[config.mk]
export PLATFORM = sky130hd
export DESIGN_NAME = nabp_shifter
export DESIGN_NICKNAME = d
export VERILOG_FILES = /design/src/rtl/nabp_shifter.sv
export SDC_FILE = /design/constraint.sdc
export NUM_CORES = 1
export LEC_CHECK = 0
export CAP_MARGIN = 20
export CORE_UTILIZATION = 41
export CTS_BUF_LIST = sky130_fd_sc_hd__clkbuf_4 sky130_fd_sc_hd__clkbuf_8 sky130_fd_sc_hd__clkbuf_16
export DETAILED_ROUTE_END_ITERATION = 6
export PLACE_DENSITY = 0.8
export SLEW_MARGIN = 5
export SYNTH_ARGS = -nofsm -noshare
export SYNTH_HDL_FRONTEND = slang
export SYNTH_SLANG_ARGS = --single-unit
[constraint.sdc]
create_clock -name clk -period 1.55 [get_ports clk]
set_clock_uncertainty 0.15 [all_clocks]
set_input_delay 0.2325 -clock clk [delete_from_list [all_inputs] [get_ports clk]]
set_output_delay 0.2325 -clock clk [all_outputs]
set_load 0.02 [all_outputs]
[src/rtl/nabp_shifter.sv]
`default_nettype none
// ============================================================================
// Module      : nabp_shifter
// Description : Per-projection-line sequencer: kicks the mapper, waits out the
//               line-buffer fill latency, then issues kImageSize PE shifts.
// Revision    : 1.0 - initial release
// ============================================================================
module nabp_shifter #(
  parameter  int kImageSize   = 128,
  parameter  int kFillDelay   = 2,
  parameter  int kAngleLength = 9,
  localparam int CNT_W        = $clog2(kImageSize + 1)
) (
  input  logic                    clk,
  input  logic                    reset,
  input  logic                    sc_kick,
  input  logic [kAngleLength-1:0] sc_angle,
  output logic                    sh_ready,
  output logic [kAngleLength-1:0] sh_angle,
  output logic                    sh_kick,
  output logic                    sh_shift_en,
  output logic                    sh_done,
  input  logic                    pe_stall,
  output logic [CNT_W-1:0]        sh_shift_count
);

  localparam logic [2:0] READY_S = 3'd0;
  localparam logic [2:0] KICK_S  = 3'd1;
  localparam logic [2:0] FILL_S  = 3'd2;
  localparam logic [2:0] SHIFT_S = 3'd3;
  localparam logic [2:0] DONE_S  = 3'd4;

  // Fill counter keeps at least one bit so a zero-delay build still elaborates.
  localparam int               FILL_W    = (kFillDelay > 0) ? $clog2(kFillDelay + 1) : 1;
  localparam logic [FILL_W-1:0] FILL_LAST = FILL_W'((kFillDelay > 0) ? kFillDelay - 1 : 0);
  localparam logic [CNT_W-1:0]  CNT_LAST  = CNT_W'(kImageSize - 1);

  logic [2:0]              state_q, state_d;
  logic [CNT_W-1:0]        cnt_q,   cnt_d;
  logic [FILL_W-1:0]       fill_q,  fill_d;
  logic [kAngleLength-1:0] angle_q, angle_d;

  always_comb begin
    state_d = state_q;
    cnt_d   = cnt_q;
    fill_d  = fill_q;
    angle_d = angle_q;
    case (state_q)
      READY_S: begin
        if (sc_kick) begin
          angle_d = sc_angle;
          cnt_d   = '0;
          fill_d  = '0;
          state_d = KICK_S;
        end
      end
      KICK_S: begin
        state_d = (kFillDelay == 0) ? SHIFT_S : FILL_S;
      end
      FILL_S: begin
        if (fill_q == FILL_LAST) begin
          state_d = SHIFT_S;
        end else begin
          fill_d = fill_q + 1'b1;
        end
      end
      SHIFT_S: begin
        // A stall freezes both the count and the exit, even on the last shift.
        if (!pe_stall) begin
          cnt_d = cnt_q + 1'b1;
          if (cnt_q == CNT_LAST) begin
            state_d = DONE_S;
          end
        end
      end
      DONE_S: begin
        state_d = READY_S;
      end
      default: begin
        state_d = READY_S;
      end
    endcase
  end

  always_ff @(posedge clk or posedge reset) begin
    if (reset) begin
      state_q <= READY_S;
      cnt_q   <= '0;
      fill_q  <= '0;
      angle_q <= '0;
    end else begin
      state_q <= state_d;
      cnt_q   <= cnt_d;
      fill_q  <= fill_d;
      angle_q <= angle_d;
    end
  end

  assign sh_ready       = (state_q == READY_S);
  assign sh_kick        = (state_q == KICK_S);
  assign sh_shift_en    = (state_q == SHIFT_S) && !pe_stall;
  assign sh_done        = (state_q == DONE_S);
  assign sh_angle       = angle_q;
  assign sh_shift_count = cnt_q;

endmodule
`default_nettype wire

==> flow_summary.toml, run 1 <==
[floorplan]
dieHeight_um = 53.9
coreArea_mm2 = 0.00250
initial_core_util_pct = 44.1
die_w_um = 53.9
floorplan.rows = 18
dieArea_mm2 = 0.00290
io_pins = 34

[drt]
wl_mm = 3.37
vias = 1171
ant_nets = 0
drt_iter0_drc = 40
routedWlPerCell_um = 16.2
viasPerCell = 5.63
drc = 0
firstDrtPassIters = 4

[setup_path]
crit_chain = "buf_6 > or4b_4 > buf_6 > nand3_2 > o311ai_2"
cp-end-kind = "flop"
rrSetupSlack_ns = -0.16
cp_slowest_cell = "or4b_4"
required_ns = 1.60
cpPeakStageDelay_ns = 0.55
r2r_cells = 5
cpMostUsedCell = "buf_6"
cp_data_arrival_time_ns = 1.76
reg2reg_to = "sh_shift_count[5]"
worstSetupPathType = "reg2reg"
worstPathMaxFanout = 6
cp-start-kind = "flop"
r2r-start = "state_q[0]"

[cts]
cts-htree-levels = 1
max-clock-path-buffers = 2
numCtsBuffers = 3
clk_latency_ns = 0.32
clk_pin_slew_ns = 0.12
cts.sinks = 22
root_buffer = "clkbuf_4"
cts_tree = "built"

[sta]
fmax_mhz = 586
setup_ws_ns = -0.156
relSlewSlack_pct = 78.3
finalSetupTns_ns = -2.24
tightest_slew_ns = 0.323
fin_crit_ns = 1.71
final_max_slew_viol_count = 0
rsz0062_at_grt = "true"
setup_viol = 22
finalHoldViolCount = 0
fin_crit_sh_pct = 110

[logic_synthesis]
synth_area_mm2 = 0.00110
syn_area_per_cell_um2 = 9.34
synthTopCellsByCount = "nand2_1 (33), dfrtp_1 (22), nand3_1 (9), buf_2 (5), nor2_1 (5)"
synthesis.nets = 133
synth_area_leader_cell = "dfrtp_1"
synth_seq_cells = 22
synthArstFlopShare_pct = 100
synthTopCellsByArea = "dfrtp_1 (50%), nand2_1 (11%), nand3_1 (4.1%)"
netlist_instances = 118
ys_seq_area_share_pct = 49.9
ys.flop_type = "dfrtp_1"
yosysMostFrequentCell = "nand2_1"
synth-edff-count = 0
yosys_warnings = 0
yosys.area.top_type_share_pct = 49.9
ys_types = 34

[global_route]
grt_pass1_wl_mm = 4.62
grt_pass1_vias = 1074
gr-total-overflow = 0
grt_max_degree = 23
grtUsageTotal_pct = 23.0
antenna_found_initial = 0

[final_layout]
final_cells = 208
final_nets = 194
fin_area_mm2 = 0.00183
num_antenna_cells = 0
fillers = 180
finish.utilization_pct = 73.1
drive_above_1_share_pct = 36.0
area_growth_pct = 65.8

[run_status]
violations = "negative setup slack"
outcome = "complete, but fails checks"

[power_and_ir_drop]
ir_drop_mv = 0.883
power.total_mw = 1.72
p_per_area_mw_per_mm2 = 941
leakage_nw = 0.848

[placement]
gp_congestion = 0.837
numPortBuffers = 33
postPlaceCellArea_mm2 = 0.00158
dp_hpwl_mm = 2.05
place_inst = 194

[min_path]
hold_path.class = "in2async"

[flow_run]
timing.max_cap.violations = 0
==> layer usage <==
metal	vias up	part of all wire [%]	wire (µm)	GRT usage, %
met1	565	42	1430	28.5
met5	-	0	0	0
met2	59	48	1620	37.7
met3	9	6.9	232	4.24
met4	0	2.6	89	11.8
li1	538	-	-	-
==> critical path, delay by kind of cell, from the launching register on <==
family / cells / cell delay [ns]
buf+inv: 2 / 0.29
flops: 1 / 0.46
simple gates: 2 / 0.61
compound gates: 1 / 0.09
==> area by class of cell <==
| type | count | area (µm²) | area share, % |
|---|---|---|---|
| flip-flops and latches | 22 | 558 | 30.5 |
| well taps | 30 | 37.5 | 2.05 |
| repair buffers | 62 | 566 | 30.9 |
| inverters | 4 | 15.0 | 0.821 |
| clock inverters | 1 | 30.0 | 1.64 |
| clock buffers | 3 | 22.5 | 1.23 |
| multi-input cells | 86 | 599 | 32.8 |
==> worst max path at each step <==
| stage | start | endpoint | slack, ns |
|---|---|---|---|
| detailed placement | pe_stall | sh_shift_en | -0.41 |
| floorplan | sh_shift_count[0] | sh_shift_count[6] | 0.02 |
| CTS | state_q[2] | sh_shift_count[5] | -0.12 |
| finish | state_q[0] | sh_shift_count[5] | -0.16 |
| global placement | pe_stall | sh_shift_en | -0.43 |
| global route | state_q[0] | sh_shift_count[6] | -0.20 |
==> power by group <==
group,internal [mW],leakage [nW],switching [mW]
combinational,0.238,0.568,0.288
sequential,0.654,0.252,0.0971
clock,0.262,0.0279,0.182
==> registers in the layout, summed over array words and instances, names as in the netlist <==
register        cells
sh_angle            9
sh_shift_count      8
fill_q              2
state_q             3
==> timing repair <==
item / in CTS / in global routing
gates cloned: 0 / 1
buffers inserted: 6 / 4
setup endpoints to repair: 37 / 24
gates resized for setup: 51 / 28
pin swaps: 3 / 16
hold buffers: 0 / 0
==> cells in the final DEF (no fill, tap or decap), drive strengths merged <==
cell           count
nor3               2
and3               1
bufinv             1
nand4bb            1
nand2b             1
nor3b              1
nor2               5
buf               33
inv                4
mux2i              1
dfrtp             22
a2bb2oi            1
nand4              1
clkbuf             3
o21a               1
a31oi              1
nor4b              1
ha                 2
o311ai             1
clkdlybuf4s50     12
a21o               1
dlygate4sd2       17
nor2b              1
o211ai             3
and2               1
nor4               2
a22o               3
a21oi              3
nand3             10
o32a               1
o21ai              2
a211oi             2
or4                2
nand2             33
or4b               1
and3b              1
==> logic make-up (layout without fill, tap and decap cells) <==
logic type | after synthesis | in the layout | synth area share [%]
adders and majority gates | 2 | 2 | 2.27
and+or+nand+nor | 64 | 64 | 29.7
DFF | 22 | 22 | 49.9
buffers and inverters | 10 | 70 | 4.65
AOI/OAI and AO/OA | 19 | 19 | 12.5
muxes | 1 | 1 | 0.908
==> stage by stage <==
| stage | worst slack [ns] | hold slack, ns |
|---|---|---|
| finish | -0.156 | 0.0842 |
| global route | -0.200 | 0.0959 |
| CTS | -0.120 | 0.0877 |
| detailed placement | -0.413 | 0.316 |
| global placement | -0.427 | 0.308 |
| floorplan | 0.0200 | 0.0716 |
(Power assumes the default switching activity.)
==> run 2: changes to the inputs <==
--- a/config.mk
+++ b/config.mk
@@ -6,10 +6,12 @@
 export NUM_CORES = 1
 export LEC_CHECK = 0
 export CAP_MARGIN = 20
-export CORE_UTILIZATION = 41
+export CORE_MARGIN = 2
+export CORE_UTILIZATION = 35
 export CTS_BUF_LIST = sky130_fd_sc_hd__clkbuf_4 sky130_fd_sc_hd__clkbuf_8 sky130_fd_sc_hd__clkbuf_16
 export DETAILED_ROUTE_END_ITERATION = 6
-export PLACE_DENSITY = 0.8
+export GPL_TIMING_DRIVEN = 0
+export PLACE_DENSITY = 0.71
 export SLEW_MARGIN = 5
 export SYNTH_ARGS = -nofsm -noshare
 export SYNTH_HDL_FRONTEND = slang
==> run 2 against run 1 <==
The run still ends with negative setup slack left. Non-clock buffer count is 7 lower. Register-to-register slack better by 0.09 ns. Final area stayed put. Sequential power is 0.9% higher. Power is 11% lower. Clock-buffer cell count stayed put. Critical path type is now reg2out. Highest routed layer unchanged.
==> flow_summary.toml, run 2 (synthesis gave the netlist of run 1 again) <==
[run_status]
outcome = "complete, but fails checks"
violations = "negative setup slack"

[floorplan]
io_pins = 34
coreArea_mm2 = 0.00303
die_w_um = 60.1
initial_core_util_pct = 36.4
dieHeight_um = 60.1
dieArea_mm2 = 0.00361
floorplan.rows = 20

[setup_path]
reg2reg_to = "sh_shift_count[3]"
cp-end-kind = "primary output"
crit_chain = "buf_6 > nor2_4 > and2_4 > buf_6"
required_ns = 1.17
worstPathMaxFanout = 6
cp_data_arrival_time_ns = 1.25
cp_slowest_cell = "dfrtp_1"
worstSetupPathType = "reg2out"
r2r-start = "state_q[1]"
cpPeakStageDelay_ns = 0.43
r2r_cells = 4
rrSetupSlack_ns = -0.07
cpMostUsedCell = "buf_6"
cp-start-kind = "flop"

[cts]
clk_latency_ns = 0.30
numCtsBuffers = 3
max-clock-path-buffers = 2
cts_hold_buf = 0
cts.sinks = 22
cts_tree = "built"
clk_pin_slew_ns = 0.12
root_buffer = "clkbuf_4"
cts-htree-levels = 1

[drt]
viasPerCell = 5.07
wl_mm = 2.92
firstDrtPassIters = 4
drt_iter0_drc = 22
routedWlPerCell_um = 13.6
ant_nets = 0
vias = 1084
drc = 0

[sta]
finalSetupTns_ns = -0.701
rsz0062_at_grt = "true"
fin_crit_ns = 1.63
fmax_mhz = 614
setup_ws_ns = -0.0789
final_max_slew_viol_count = 0
finalHoldViolCount = 0
fin_crit_sh_pct = 105
setup_viol = 21
tightest_slew_ns = 0.836
relSlewSlack_pct = 44.2

[placement]
numPortBuffers = 33
gp_congestion = 0.742
postPlaceCellArea_mm2 = 0.00150
dp_hpwl_mm = 1.84

[global_route]
met1_usage_pct = 19.6
grt_pass1_wl_mm = 4.52
grtUsageTotal_pct = 16.4
antenna_found_initial = 0
busiest_layer = "met2"
grt_max_degree = 23
grt_use_met3_pct = 2.60
use_met2_pct = 28.7
grt_pass1_vias = 1047
gr-total-overflow = 0

[power_and_ir_drop]
leakage_nw = 0.817
ir_drop_mv = 0.437
p_per_area_mw_per_mm2 = 838

[final_layout]
area_growth_pct = 65.8
drive_above_1_share_pct = 39.4
fin_area_mm2 = 0.00183
final_nets = 187
mostFrequentLayoutCells = "nand2_1 (20), dfrtp_1 (18), dlygate4sd2_1 (15)"
num_antenna_cells = 0
largest_reg_flops = 9
layout_commonest_cell = "nand2_1"

[flow_run]
timing.max_cap.violations = 0

[min_path]
hold_path.class = "in2async"
==> run 2: cell count changes in the layout (fill, tap and decap cells not counted), moves of 2 or more <==
cell,delta
buf_4,-7
buf_6,-4
dfrtp_1,+2
dfrtp_2,-2
dlygate4sd2_1,-2
nand2_1,-8
nand2_2,+4
nand2_4,+4
nand3_1,-3
nand3_2,+3
==> run 2: where the power goes <==
group	total, mW	internal, mW	switching, mW	leakage (nW)
logic	0.522	0.243	0.279	0.550
clock network	0.252	0.0906	0.162	0.0138
registers	0.758	0.654	0.103	0.253
==> run 2: area by class of cell <==
cell class | count | area (µm²)
inverter | 4 | 17.5
multi-input combinational | 86 | 644
sequential | 22 | 556
buffer | 5 | 56.3
timing repair buffer | 50 | 477
tap | 44 | 55.1
clock buffer | 3 | 22.5
fill | 259 | 1200
==> run 2: worst max-delay path by stage <==
stage / from / end / slack (ns) / cells past startpoint
after floorplan: sh_shift_count[0] / sh_shift_count[6] / 0.02 / 4
after global placement: pe_stall / sh_shift_en / -0.59 / 4
after detailed placement: pe_stall / sh_shift_en / -0.61 / 4
after CTS: state_q[2] / sh_shift_count[3] / -0.09 / 5
after global routing: state_q[1] / sh_done / -0.12 / 4
final: state_q[1] / sh_done / -0.08 / 4
==> run 2: critical path, delay by kind of cell (launching register included) <==
family                 cells  cell delay [ns]
DFF                        1             0.43
buffers and inverters      2             0.26
and+or+nand+nor            2             0.27
==> run 2: through the flow <==
step | power [mW] | utilization (%) | hold WS (ns) | setup WS (ns) | cells
2_1_floorplan | 1.01 | - | 0.0716 | 0.0200 | 118
3_3_place_gp | 1.24 | 49.4 | 0.308 | -0.588 | 195
3_5_place_dp | 1.25 | 49.4 | 0.312 | -0.607 | 195
4_1_cts | 1.46 | 55.7 | 0.263 | -0.0856 | 207
5_1_grt | 1.63 | 60.4 | 0.301 | -0.124 | 214
6_report | 1.53 | 60.4 | 0.241 | -0.0789 | 214
==> run 2: metal layers <==
metal | routed length, µm | vias up
met5 | 0 | -
met4 | 34 | 0
met3 | 117 | 4
met2 | 1500 | 29
met1 | 1270 | 521
li1 | - | 530
==> run 2: repair_timing <==
action,CTS,global route
gates resized for setup,70,28
endpoints found under the setup margin,35,24
buffers inserted,8,7
pin swaps,17,18
cloned,1,1
==> run 3: changes to the inputs <==
--- a/config.mk
+++ b/config.mk
@@ -6,13 +6,16 @@
 export NUM_CORES = 1
 export LEC_CHECK = 0
 export CAP_MARGIN = 20
+export CELL_PAD_IN_SITES_DETAIL_PLACEMENT = 0
+export CELL_PAD_IN_SITES_GLOBAL_PLACEMENT = 1
 export CORE_MARGIN = 2
-export CORE_UTILIZATION = 35
+export CORE_UTILIZATION = 30
 export CTS_BUF_LIST = sky130_fd_sc_hd__clkbuf_4 sky130_fd_sc_hd__clkbuf_8 sky130_fd_sc_hd__clkbuf_16
 export DETAILED_ROUTE_END_ITERATION = 6
 export GPL_TIMING_DRIVEN = 0
-export PLACE_DENSITY = 0.71
+export PLACE_DENSITY = 0.79
 export SLEW_MARGIN = 5
 export SYNTH_ARGS = -nofsm -noshare
 export SYNTH_HDL_FRONTEND = slang
 export SYNTH_SLANG_ARGS = --single-unit
+export TNS_END_PERCENT = 50
==> run 3 against run 2 <==
The run still ends with negative setup slack left. Hold slack better by 0.049 ns. Power up 17%. Combinational power decreased by 5.4%. Critical path type is now reg2reg. Largest power group unchanged.
==> flow_summary.toml, run 3 (synthesis gave the netlist of run 1 again) <==
[drt]
firstDrtPassIters = 4
ant_nets = 0
routedWlPerCell_um = 13.7
wl_mm = 2.92
viasPerCell = 5.02
drt_iter0_drc = 35
drc = 0
vias = 1069

[global_route]
grt_pass1_wl_mm = 4.71
grt_pass1_vias = 1018
grt_max_degree = 23
grtUsageTotal_pct = 14.3
antenna_found_initial = 0
gr-total-overflow = 0

[power_and_ir_drop]
leakage_nw = 0.789
p_per_area_mw_per_mm2 = 1010
power.total_mw = 1.79
ir_drop_mv = 0.444

[cts]
cts-htree-levels = 1
cts.sinks = 22
clk_pin_slew_ns = 0.08
max-clock-path-buffers = 2
clk_latency_ns = 0.26
numCtsBuffers = 3
root_buffer = "clkbuf_8"
cts_tree = "built"

[setup_path]
cp_data_arrival_time_ns = 1.61
worstSetupPathType = "reg2reg"
cp-end-kind = "flop"
cpPeakStageDelay_ns = 0.61
cp-start-kind = "flop"
crit_chain = "or4b_4 > buf_6 > nand3_2 > o311ai_1"
cp_slowest_cell = "or4b_4"
rrSetupSlack_ns = -0.07
required_ns = 1.54
worstPathMaxFanout = 5

[final_layout]
area_growth_pct = 59.9
multiInputGateArea_um2 = 606
regArea_um2 = 553
largest_reg_flops = 9
num_antenna_cells = 0
layout_commonest_cell = "dfrtp_1"
fillers = 338
final_nets = 181
drive_above_1_share_pct = 32.1
mostFrequentLayoutCells = "dfrtp_1 (20), nand2_1 (19), dlygate4sd2_1 (17)"

[floorplan]
coreArea_mm2 = 0.00361
io_pins = 34
dieHeight_um = 64.6
die_w_um = 64.6
floorplan.rows = 22
dieArea_mm2 = 0.00418
initial_core_util_pct = 30.6

[sta]
fmax_mhz = 617
relSlewSlack_pct = 43.8
rsz0062_at_grt = "true"
tightest_slew_ns = 0.841
setup_ws_ns = -0.0713
final_max_slew_viol_count = 0
fin_crit_sh_pct = 105
whs_ns = 0.291
setup_viol = 10
fin_crit_ns = 1.62
finalHoldViolCount = 0

[min_path]
hold_path.class = "in2async"

[placement]
gp_congestion = 0.726
numPortBuffers = 33
dp_hpwl_mm = 1.90

[run_status]
violations = "negative setup slack"
outcome = "complete, but fails checks"

[flow_run]
timing.max_cap.violations = 0
[run 3: changes by cell type in the layout (fill, tap and decap cells not counted), sizes merged]
cell           previous run  this run
buf                      26        20
dlygate4sd2              15        17
bufinv                    0         1
clkbuf                    4         3
clkdlybuf4s50            12        11
[run 3: final cells by class]
| class | instances | area share, % |
|---|---|---|
| Timing Repair Buffer | 45 | 23.8 |
| Buffer | 4 | 1.99 |
| Tap cell | 48 | 3.41 |
| Clock inverter | 1 | 1.70 |
| Multi-Input combinational cell | 86 | 34.4 |
| Sequential cell | 22 | 31.4 |
| Clock buffer | 3 | 2.34 |
| Inverter | 4 | 0.994 |
[run 3: metrics by stage]
| stage | setup TNS, ns | std cells | setup WS, ns | util [%] | cell area (µm²) |
|---|---|---|---|---|---|
| 2_1_floorplan | 0 | 118 | 0.0200 | - | 1110 |
| 3_3_place_gp | -7.41 | 199 | -0.609 | 41.6 | 1500 |
| 3_5_place_dp | -7.17 | 199 | -0.621 | 41.6 | 1500 |
| 4_1_cts | -1.36 | 210 | -0.141 | 46.9 | 1690 |
| 5_1_grt | -0.978 | 213 | -0.104 | 48.9 | 1760 |
| 6_report | -0.411 | 213 | -0.0713 | 48.9 | 1760 |
[run 3: repair_timing]
action	4_1_cts	5_1_grt
resized for setup	60	21
cloned	1	0
pin swaps	12	14
setup buffers	6	5
hold buffers	0	0
endpoints found under the setup margin	36	22
[run 3: worst paths after layout]
kind / endpoint / startpoint / depth (start not counted)
setup / recovery: sh_shift_count[5] / state_q[1] / 4
hold / removal: sh_angle[7] / reset / 2
setup reg to reg: sh_shift_count[5] / state_q[1] / 4
hold reg to reg: sh_angle[6] / sh_angle[6] / 2
max in group asynchronous: sh_shift_count[1] / reset / 2
min in group clk: sh_angle[6] / sh_angle[6] / 2
[run 3: where the power goes]
| group | total [mW] | switching (mW) | internal (mW) |
|---|---|---|---|
| clock network | 0.534 | 0.190 | 0.345 |
| logic | 0.494 | 0.272 | 0.223 |
| registers | 0.757 | 0.106 | 0.651 |
[run 3: critical path: cells and delay by family (launching register included)]
| kind | cells | cell delay [ns] |
|---|---|---|
| AOI/OAI and AO/OA | 1 | 0.09 |
| and+or+nand+nor | 2 | 0.67 |
| buffers and inverters | 1 | 0.17 |
| DFF | 1 | 0.42 |
[run 3: routing by layer]
layer	vias to the layer above	part of all wire (%)	routed length, µm	global-route usage (%)
met3	2	5.4	158	2.08
li1	512	-	-	-
met5	-	0	0	0
met1	523	44	1270	17.5
met2	32	50	1460	25.7
met4	0	0.92	27	4.79
==> RTL edit 1: new RTL, config.mk and constraints of run 3 <==
The parameter `kFillDelay` goes from 2 to 4.
--- a/src/rtl/nabp_shifter.sv
+++ b/src/rtl/nabp_shifter.sv
@@ -7,7 +7,7 @@
 // ============================================================================
 module nabp_shifter #(
   parameter  int kImageSize   = 128,
-  parameter  int kFillDelay   = 2,
+  parameter  int kFillDelay   = 4,
   parameter  int kAngleLength = 9,
   localparam int CNT_W        = $clog2(kImageSize + 1)
 ) (
Formal check against the unedited RTL: not equivalent (Yosys sat finds a counterexample within 10 cycles, from zero or initial values and one cycle with reset high).
==> RTL edit 1 against run 3 <==
- the run still ends with negative setup slack left
- design area up 4.5%
- sequential cell count up 1
- routed wire length decreased by 6.9%
- global-route usage is 0.93 points lower
- synthesized area rose by 5.0%
- setup slack worse by 0.21 ns
- critical endpoint is now sh_angle[2]
Power is not compared: it rests on default switching activity, and its combinational part moved more than twofold at a synthesized area within 25%.
==> RTL edit 1: results (changes against run 3) <==
synth:
  synth_cell_types: 28  # -18%
  synth_commonest_cells: "23 x dfrtp_1, 19 x nand3_1, 9 x mux2_4"
  synthAdderAreaFrac_pct: 3.24  # +0.97 points
  syn-num-nets: 118  # -11%
  synth_compound_gate_area_share_pct: 7.57  # -4.9 points
  synth.mux.area_fraction_pct: 11.7  # +11 points
  ys_seq_area_share_pct: 49.7  # -0.21 points
  synth_area_leaders: "dfrtp_1 50%, mux2_4 12%, nand3_1 8.2%"
critical_path:
  cpPeakStageDelay_ns: 0.58  # -0.03 ns
  arrival_ns: 1.83  # +0.22 ns
  crit_start: "state_q[0]"
  timing.rr.end: "sh_angle[2]"
  r2r_cells: 4  # unchanged
  worst-path-max-fanout: 10  # +5
outcome:
  status: "complete, but fails checks"
  failed_checks: "negative setup slack"
sta:
  max_slew_margin_pct: 42.4  # -1.5 points
  finalSetupViolCount: 24  # +14
  fin_ws_ns: -0.283  # -0.212 ns
  holdWs_ns: 0.305  # +0.0144 ns
  final.setup.tns_ns: -4.99  # -4.58 ns
layout:
  fin_area_sq_um: 1840  # +4.5%
  fin_nets: 165  # -8.8%
  syn_to_final_growth_pct: 59.1
  fillCellCount: 327  # -3.3%
  drive_gt1_share_pct: 39.9  # +7.7 points
  final-instance-count-excl-fill: 196  # -8.0%
placement:
  dp.cells: 183  # -8.0%
  place_congestion: 0.772  # +6.3%
  hpwl_mm: 1.70  # -10%
  place_ws_ns: -0.914  # -0.293 ns
  place_area_sq_um: 1580  # +5.0%
global_routing:
  grt_pass1_vias: 1003  # -1.5%
  grt_pass1_wl_mm: 4.57  # -2.9%
  grt_max_degree: 24  # +4.3%
pwr:
  p_leak_uw: 0.000845
  p_sw_uw: 974
routing:
  drtIter0Drc: 55  # +57%
  route.vias.total: 970  # -9.3%
  routedWlPerCell_um: 13.9  # +1.1%
cts:
  clock_latency_ns: 0.26  # about the same
  cts_root_buf: "clkbuf_8"
-- RTL edit 1: cell count changes after synthesis, sizes merged, moves of 2 or more --
cell    before  now
mux2         0    9
nand2       33    4
clkbuf       0    4
nor2         5    1
and2         1    3
buf          6    3
a22o         3    0
o21ai        2    5
a21oi        3    0
nand3b       0    5
nand3       10   19
-- RTL edit 1: critical path: cells and delay by family, from the launching register on --
family | cells | cell delay [ns]
buf+inv | 2 | 0.30
flops | 1 | 0.39
mux | 1 | 0.29
simple gates | 1 | 0.58
-- RTL edit 1: repair_timing --
| item | 4_1_cts | 5_1_grt |
|---|---|---|
| buffers inserted | 9 | 1 |
| pin swaps | 4 | 2 |
| gates resized for setup | 62 | 13 |
| hold buffers | 0 | 0 |
| endpoints found under the setup margin | 44 | 29 |
| cloned | 1 | 0 |
-- RTL edit 1: final cells by class --
class,count,area share (%)
Inverter,5,1.15
Timing Repair Buffer,44,22.0
Clock buffer,4,2.65
Buffer,5,4.14
Multi-Input combinational cell,67,35.3
Sequential cell,23,31.5
Tap cell,48,3.26
-- RTL edit 1: per-layer routing --
layer	part of all wire, %	GRT usage (%)	vias to the layer above
li1	-	-	473
met1	43	16.6	461
met2	49	24.1	36
met3	7.5	3.58	0
met4	0	0.765	0
met5	0	0	-
-- RTL edit 1: power groups by stage --
stage	registers, uW	clock network (uW)	logic, uW
CTS	943	395	1100
global route	998	430	1280
global placement	936	0	1010
detailed placement	948	0	1030
floorplan	1060	0	522
finish	963	380	1160
-- RTL edit 1: logic make-up (layout without fill, tap and decap cells) --
logic type,count (synthesis),count (layout)
mux,9,9
flops,23,23
buf+inv,12,58
compound gates,12,12
fa+ha+maj,3,3
simple gates,43,43
==> RTL edit 2: new RTL, settings of run 3 <==
Without the edit above. Make the reset (`reset`) synchronous in one clocked block.
--- a/src/rtl/nabp_shifter.sv
+++ b/src/rtl/nabp_shifter.sv
@@ -82,7 +82,7 @@
     endcase
   end
 
-  always_ff @(posedge clk or posedge reset) begin
+  always_ff @(posedge clk) begin
     if (reset) begin
       state_q <= READY_S;
       cnt_q   <= '0;
Check against the original RTL: differs if reset is asserted again (counterexample within 4 cycles, from zero or initial values and one cycle with reset high); with reset held inactive, the same outputs for 10 cycles.
==> RTL edit 2 against run 3 <==
- the flow still finishes with violations (negative setup slack)
- routed wire length rose by 13%
- sequential cell count unchanged
- synthesized cell count grew 7.6%
- design area up 8.5%
- core utilization grew 8.4 points
- global-route usage up 1.8 points
- sequential power shrank 19%
- setup slack lost 0.084 ns
- synthesized area is 6.0% lower
- power is 16% lower
- critical path type unchanged
==> RTL edit 2: results (changes against run 3) <==
placement:
  hpwl_mm: 2.01  # +5.6%
  place_area_sq_um: 1440  # -3.9%
  place_congestion: 0.785  # +8.2%
  place_ws_ns: -0.600  # +0.0208 ns
layout:
  fin_nets: 197  # +8.8%
synth:
  synthArstFlopShare_pct: 0  # -100 points
  syn-num-nets: 142  # +6.8%
  synth_area_leaders: "dfxtp_1 43%, nand2_1 9.4%, a21oi_1 8.2%"
  synth_compound_gate_area_share_pct: 17.4  # +4.9 points
  synth_cell_types: 36  # +5.9%
  synthAdderAreaFrac_pct: 2.42  # +0.15 points
  synth_commonest_cells: "26 x nand2_1, 22 x dfxtp_1, 17 x a21oi_1"
  yosys_most_used_dff: "dfxtp_1"
  synth_xor_area_share_pct: 0.845  # +0.85 points
critical_path:
  worst-path-max-fanout: 4  # -1
  arrival_ns: 1.80  # +0.19 ns
  crit_path_top_delay_cell: "or4_4"
  cpPeakStageDelay_ns: 0.42  # -0.19 ns
cts:
  path_clk_slew_ns: 0.13  # +0.05 ns
  cts_root_buf: "clkbuf_4"
  clock_latency_ns: 0.32  # +0.06 ns
global_routing:
  grt_usage_pct: 16.0  # +1.8 points
  grt_pass1_wl_mm: 5.15  # +9.2%
  grt_max_degree: 14  # -39%
routing:
  drtIter0Drc: 54  # +54%
  wl_mm: 3.31  # +13%
  route.vias.total: 1175  # +9.9%
pwr:
  p_sw_uw: 412  # -27%
  peakVddDrop_mv: 0.308  # -31%
outcome:
  failed_checks: "negative setup slack"
  status: "complete, but fails checks"
sta:
  max_slew_margin_pct: 67.3  # +23 points
  final.setup.tns_ns: -1.31  # -0.901 ns
  finalSetupViolCount: 20  # +10
  fin_ws_ns: -0.155  # -0.0841 ns
worst_hold_path:
  hold_class: "in2reg"
==> RTL edit 2: path summary, 6_finish.rpt <==
check / from / to / slack (ns) / cells after the start
max: state_q[0] / sh_shift_count[5] / -0.16 / 5
max reg2reg: state_q[0] / sh_shift_count[5] / -0.16 / 5
min: sc_angle[0] / sh_angle[0] / 0.30 / 3
min reg2reg: sh_angle[0] / sh_angle[0] / 0.31 / 2
==> RTL edit 2: power groups by stage <==
stage               clock [uW]  sequential, uW  combinational, uW
floorplan                    0             641                137
global placement             0             620                267
finish                     442             615                451
CTS                        453             608                324
detailed placement           0             622                270
global route               483             620                481
==> RTL edit 2: layer usage <==
metal	global-route usage (%)	up-vias	routed length, um
met3	3.60	4	211
li1	-	568	-
met2	25.8	45	1670
met4	4.17	0	29
met1	21.7	558	1400
met5	0	-	0
==> RTL edit 2: stage by stage <==
step,hold slack [ns],instances
floorplan,0.183,127
global placement,0.291,206
detailed placement,0.299,206
CTS,0.236,218
global route,0.301,227
finish,0.301,227
==> RTL edit 2: cells by family after synthesis <==
kind of cell | count (synthesis)
compound gates | 30
buf+inv | 9
xor+xnor | 1
flops | 22
fa+ha+maj | 2
simple gates | 63
==> RTL edit 2: final cells by class <==
cell class	instances	area [sq um]
fill	327	1420
tap	46	57.6
timing repair buffer	52	532
sequential	22	453
clock inverter	1	30.0
buffer	6	56.3
clock buffer	3	22.5
multi-input combinational	96	758
inverter	1	3.75
==> RTL edit 2: critical path, delay by kind of cell (launching register included) <==
| kind | cells | cell delay, ns |
|---|---|---|
| DFF | 1 | 0.39 |
| and+or+nand+nor | 3 | 0.86 |
| buffers and inverters | 1 | 0.12 |
| AOI/OAI and AO/OA | 1 | 0.12 |
==> RTL edit 2: timing repair <==
action                                  4_1_cts  5_1_grt
pin swaps                                     7       27
gates resized for setup                      59       57
setup buffers                                 9        8
gates cloned                                  0        2
endpoints found under the setup margin       40       26
